### config.mk
export PLATFORM = sky130hd
export DESIGN_NAME = br_resolve
export DESIGN_NICKNAME = d
export VERILOG_FILES = /design/src/rtl/br_resolve.sv
export SDC_FILE = /design/constraint.sdc
export NUM_CORES = 1
export LEC_CHECK = 0
export CORE_MARGIN = 2
export CORE_UTILIZATION = 50
export CTS_CLUSTER_DIAMETER = 150
export DETAILED_ROUTE_END_ITERATION = 6
export PLACE_DENSITY = 0.91
export SYNTH_ARGS = -nofsm -noshare
export SYNTH_HDL_FRONTEND = slang
export SYNTH_SLANG_ARGS = --single-unit
export TNS_END_PERCENT = 50
### constraint.sdc
create_clock -name clk -period 2.5 [get_ports clk]
set_input_delay 0.5 -clock clk [delete_from_list [all_inputs] [get_ports clk]]
set_output_delay 0.5 -clock clk [all_outputs]
set_load 0.01 [all_outputs]
### src/rtl/br_resolve.sv
// Branch resolution: tracks IF/ID/EX branch predictions, resolves in EX,
// drives predictor updates, fetch redirect/flush and saturating perf counters.
module br_resolve #(
    parameter int CNT_W       = 32,
    parameter int s_pc_offset = 2
) (
    input  logic             clk,
    input  logic             rst,
    input  logic             stall_id,
    input  logic             stall_ex,
    input  logic             if_valid,
    input  logic [31:0]      if_pc,
    input  logic             if_br_take,
    input  logic             ex_is_br,
    input  logic             ex_br_en,
    input  logic [31:0]      ex_target,
    input  logic             redirect_ack,
    output logic             update,
    output logic             br_en,
    output logic             redirect,
    output logic [31:0]      redirect_pc,
    output logic             flush,
    output logic [CNT_W-1:0] br_cnt,
    output logic [CNT_W-1:0] mis_cnt
);

    localparam logic [31:0] PC_INC = 32'd1 << s_pc_offset;

    typedef enum logic {
        IDLE,
        REDIR
    } state_t;

    typedef struct packed {
        logic        v;
        logic [31:0] pc;
        logic        pred;
    } trk_t;

    state_t           state_q, state_d;
    trk_t             id_q, id_d;
    trk_t             ex_q, ex_d;
    logic [31:0]      rpc_q, rpc_d;
    logic [CNT_W-1:0] br_cnt_q, br_cnt_d;
    logic [CNT_W-1:0] mis_cnt_q, mis_cnt_d;
    logic             resolve;
    logic             mispredict;

    assign redirect    = (state_q == REDIR);
    assign flush       = (state_q == REDIR);
    assign redirect_pc = rpc_q;
    assign br_cnt      = br_cnt_q;
    assign mis_cnt     = mis_cnt_q;

    always_comb begin
        resolve    = ex_q.v & ex_is_br & ~stall_ex & (state_q == IDLE);
        mispredict = resolve & (ex_q.pred != ex_br_en);
        update     = resolve;
        br_en      = resolve & ex_br_en;

        id_d = id_q;
        if (!stall_id) begin
            id_d = '{v: if_valid, pc: if_pc, pred: if_br_take};
        end
        ex_d = ex_q;
        if (!stall_ex) begin
            ex_d = id_q;
        end
        // Squash wins over a stall so wrong-path work never survives a redirect
        if (flush) begin
            id_d.v = 1'b0;
            ex_d.v = 1'b0;
        end

        state_d = state_q;
        rpc_d   = rpc_q;
        unique case (state_q)
            IDLE: begin
                if (mispredict) begin
                    state_d = REDIR;
                    rpc_d   = ex_br_en ? ex_target : ex_q.pc + PC_INC;
                end
            end
            REDIR: begin
                if (redirect_ack) begin
                    state_d = IDLE;
                    rpc_d   = '0;
                end
            end
        endcase

        br_cnt_d  = br_cnt_q;
        mis_cnt_d = mis_cnt_q;
        if (resolve && br_cnt_q != '1) begin
            br_cnt_d = br_cnt_q + CNT_W'(1);
        end
        if (mispredict && mis_cnt_q != '1) begin
            mis_cnt_d = mis_cnt_q + CNT_W'(1);
        end
    end

    always_ff @(posedge clk or negedge rst) begin
        if (!rst) begin
            state_q   <= IDLE;
            id_q      <= '0;
            ex_q      <= '0;
            rpc_q     <= '0;
            br_cnt_q  <= '0;
            mis_cnt_q <= '0;
        end else begin
            state_q   <= state_d;
            id_q      <= id_d;
            ex_q      <= ex_d;
            rpc_q     <= rpc_d;
            br_cnt_q  <= br_cnt_d;
            mis_cnt_q <= mis_cnt_d;
        end
    end

endmodule

==> metrics.cfg <==
[run_status]
status=finished clean

[clocking]
clock_latency_ns=0.43
htreeDepth=4
cts_root_buffer=clkbuf_16
clk_pin_slew_worst_paths_ns=0.07
cts.sinks=165
cts_tree=yes
clockBufferDepth=2
numCtsBuffers=17

[critical_path]
criticalPathCategory=reg2reg
arrival_ns=2.59
slowest_delay_ns=0.54
required_ns=2.81
crit_path_cell_trace=and4_1 > nand4_1 > nand4b_1 > buf_4 > and3_1 > xor2_1
cp_max_fo=13
worstSetupStartpointType=flip-flop
crit_path_end_kind=flip-flop
cp_slowest_cell=nand4b_1

[detailed_routing]
wl_per_cell_um=19.0
vias=6277
routed_wirelength_um=20300
drtPass1Iterations=6
drcViolationCount=0
drt_iter0_drc=392
vias_per_cell=5.89
ant_nets=0

[floorplan]
row_count=45
io_pins=173
die_w_um=128
die-area_um2=16500
core_um2=15100
start_util_pct=51.0
die_y_um=128

[cells_and_area]
area_growth_pct=33.9
fillCellCount=1042
fin_nets=940
final_cell_mix=clkdlybuf4s50_1 (169), dfrtp_1 (165), nand3_1 (93), mux2_2 (68), xnor2_1 (53)
final_common_cell=clkdlybuf4s50_1
drive_gt1_share_pct=15.2

[power]
leakage_nw=4.28
p_total_mw=7.88
peakVddDrop_mv=0.558
p_per_area_nw_per_um2=763

[worst_hold_path]
worstHoldPathType=in2async

[synthesis]
ys.flop_type=dfrtp_1
yosys_warnings=0
synthesis.area_um2=7720
synth_enable_flop_cells=0
synth_top_family_by_area=simple AND/OR/NAND/NOR gates
synth_area_leaders=dfrtp_1 (53%), mux2_2 (9.9%), nand3_1 (6.0%)
synthArstFlopShare_pct=100
synth-compound-area-share_pct=4.10
ys_seq_area_share_pct=53.5
synth_nets=758
syn_inst=682
netlist.area_leader.share_pct=53.5
synthMuxAreaShare_pct=11.0
synthAdderAreaFrac_pct=0.486
syn_area_per_cell_um2=11.3
ys_seq_elements=165
synth-simple-area-share_pct=18.5
synth_area_leader_cell=dfrtp_1
yosys.area_share.xor_xnor_pct=10.1
synth_cell_types=41

[global_routing]
grt.overflow.total=0
antenna_found_initial=1
grt_max_degree=55
grt_usage_pct=25.6
grt_first_pass_wirelength_um=32800
grt_pass1_vias=6279

[timing]
period_minus_slack_ns=2.27
finalCritPeriodShare_pct=91.0
rsz0062_at_grt=no
setup_viol_count_final=0
skew_ns=0.00861
final_hold_viol_count=0
final_max_slew_viol_count=0
slew_headroom_pct=49.9
max_freq_ghz=0.440
setup_tns_ns=0
fin_ws_ns=0.226
tightest_slew_ns=0.745

[job]
maxCapViolations=0

[placed_design]
post-place-ws_ns=-0.0594
portBuffers=172
hpwl_um=14600
gp_congestion=0.901

==> worst max-delay path: cells and delay by family (launching register included) <==
kind	cells	cell delay, ns
xor+xnor	1	0.14
buf+inv	1	0.35
simple gates	4	1.22
flops	1	0.45
==> power by group <==
part           switching, mW  internal (mW)
registers              0.388           3.12
clock network           1.08           1.47
logic                  0.793           1.03
==> state kept, by name, summed over array words and instances (netlist names) <==
signal and flops:
redirect_pc 32, id_q 34, br_cnt 32, ex_q 34, mis_cnt 32, flush 1
==> timing repair <==
action,4_1_cts,5_1_grt
endpoints found under the setup margin,1,1
pin swaps,0,0
hold buffers,0,0
resized for setup,1,1
endpoints found under the hold margin,0,0
buffers inserted,0,0
==> cell usage after synthesis (3+ instances only) <==
master    instances
nor2_1           28
dfrtp_1         165
nand2_1          30
clkbuf_1         17
nand3_1          93
nor4_1            4
and3_1           21
nand4_1          42
xor2_1           36
inv_1            10
mux2_2           68
o211ai_1         20
and4_1            8
o31ai_1           4
mux2i_1           8
buf_1             5
buf_2             6
a21oi_1           6
and2_1            4
nor3_1           17
ha_1              3
xnor2_1          53
o21ai_0          10
==> final cells by class <==
class / count / area (um^2) / area share [%]
antenna: 1 / 2.50 / 0.0242
clock buffer: 17 / 425 / 4.12
clock inverter: 15 / 154 / 1.49
inverter: 10 / 37.5 / 0.363
multi-input combinational: 475 / 3400 / 32.9
sequential: 165 / 4130 / 40.0
tap: 188 / 235 / 2.28
timing repair buffer: 195 / 1950 / 18.8
==> final timing paths <==
| check | start | endpoint | slack [ns] | cells after the start |
|---|---|---|---|---|
| max | mis_cnt[24] | mis_cnt[8] | 0.23 | 6 |
| min | rst | mis_cnt[2] | 0.01 | 1 |
| max reg2reg | mis_cnt[24] | mis_cnt[8] | 0.23 | 6 |
| min reg2reg | id_q[28] | ex_q[28] | 0.50 | 1 |
| max in group asynchronous | rst | ex_q[25] | 1.73 | 2 |
| min in group clk | id_q[28] | ex_q[28] | 0.50 | 1 |
==> logic make-up after synthesis <==
family / count (synthesis)
mux: 76
compound gates: 46
fa+ha+maj: 3
buf+inv: 42
flops: 165
xor+xnor: 89
simple gates: 261
==> metal layers <==
| layer | vias to the layer above | GRT usage, % | part of all wire, % |
|---|---|---|---|
| li1 | 2833 | - | - |
| met1 | 3084 | 33.6 | 41 |
| met2 | 295 | 40.2 | 47 |
| met3 | 65 | 5.55 | 6.9 |
| met4 | 0 | 13.2 | 4.6 |
| met5 | - | 0 | 0 |
==> per-stage QoR <==
stage                     utilization (%)  hold slack [ns]  std cells  area [um^2]
after global routing                 68.2           0.0573       1066        10300
after CTS                            68.2           0.0321       1065        10300
after detailed placement             64.4            0.483       1033         9750
after global placement               64.4            0.478       1033         9750
after floorplan                         -            0.204        682         7720
final                                68.2           0.0125       1066        10300
Power figures use the tool's default switching activity.
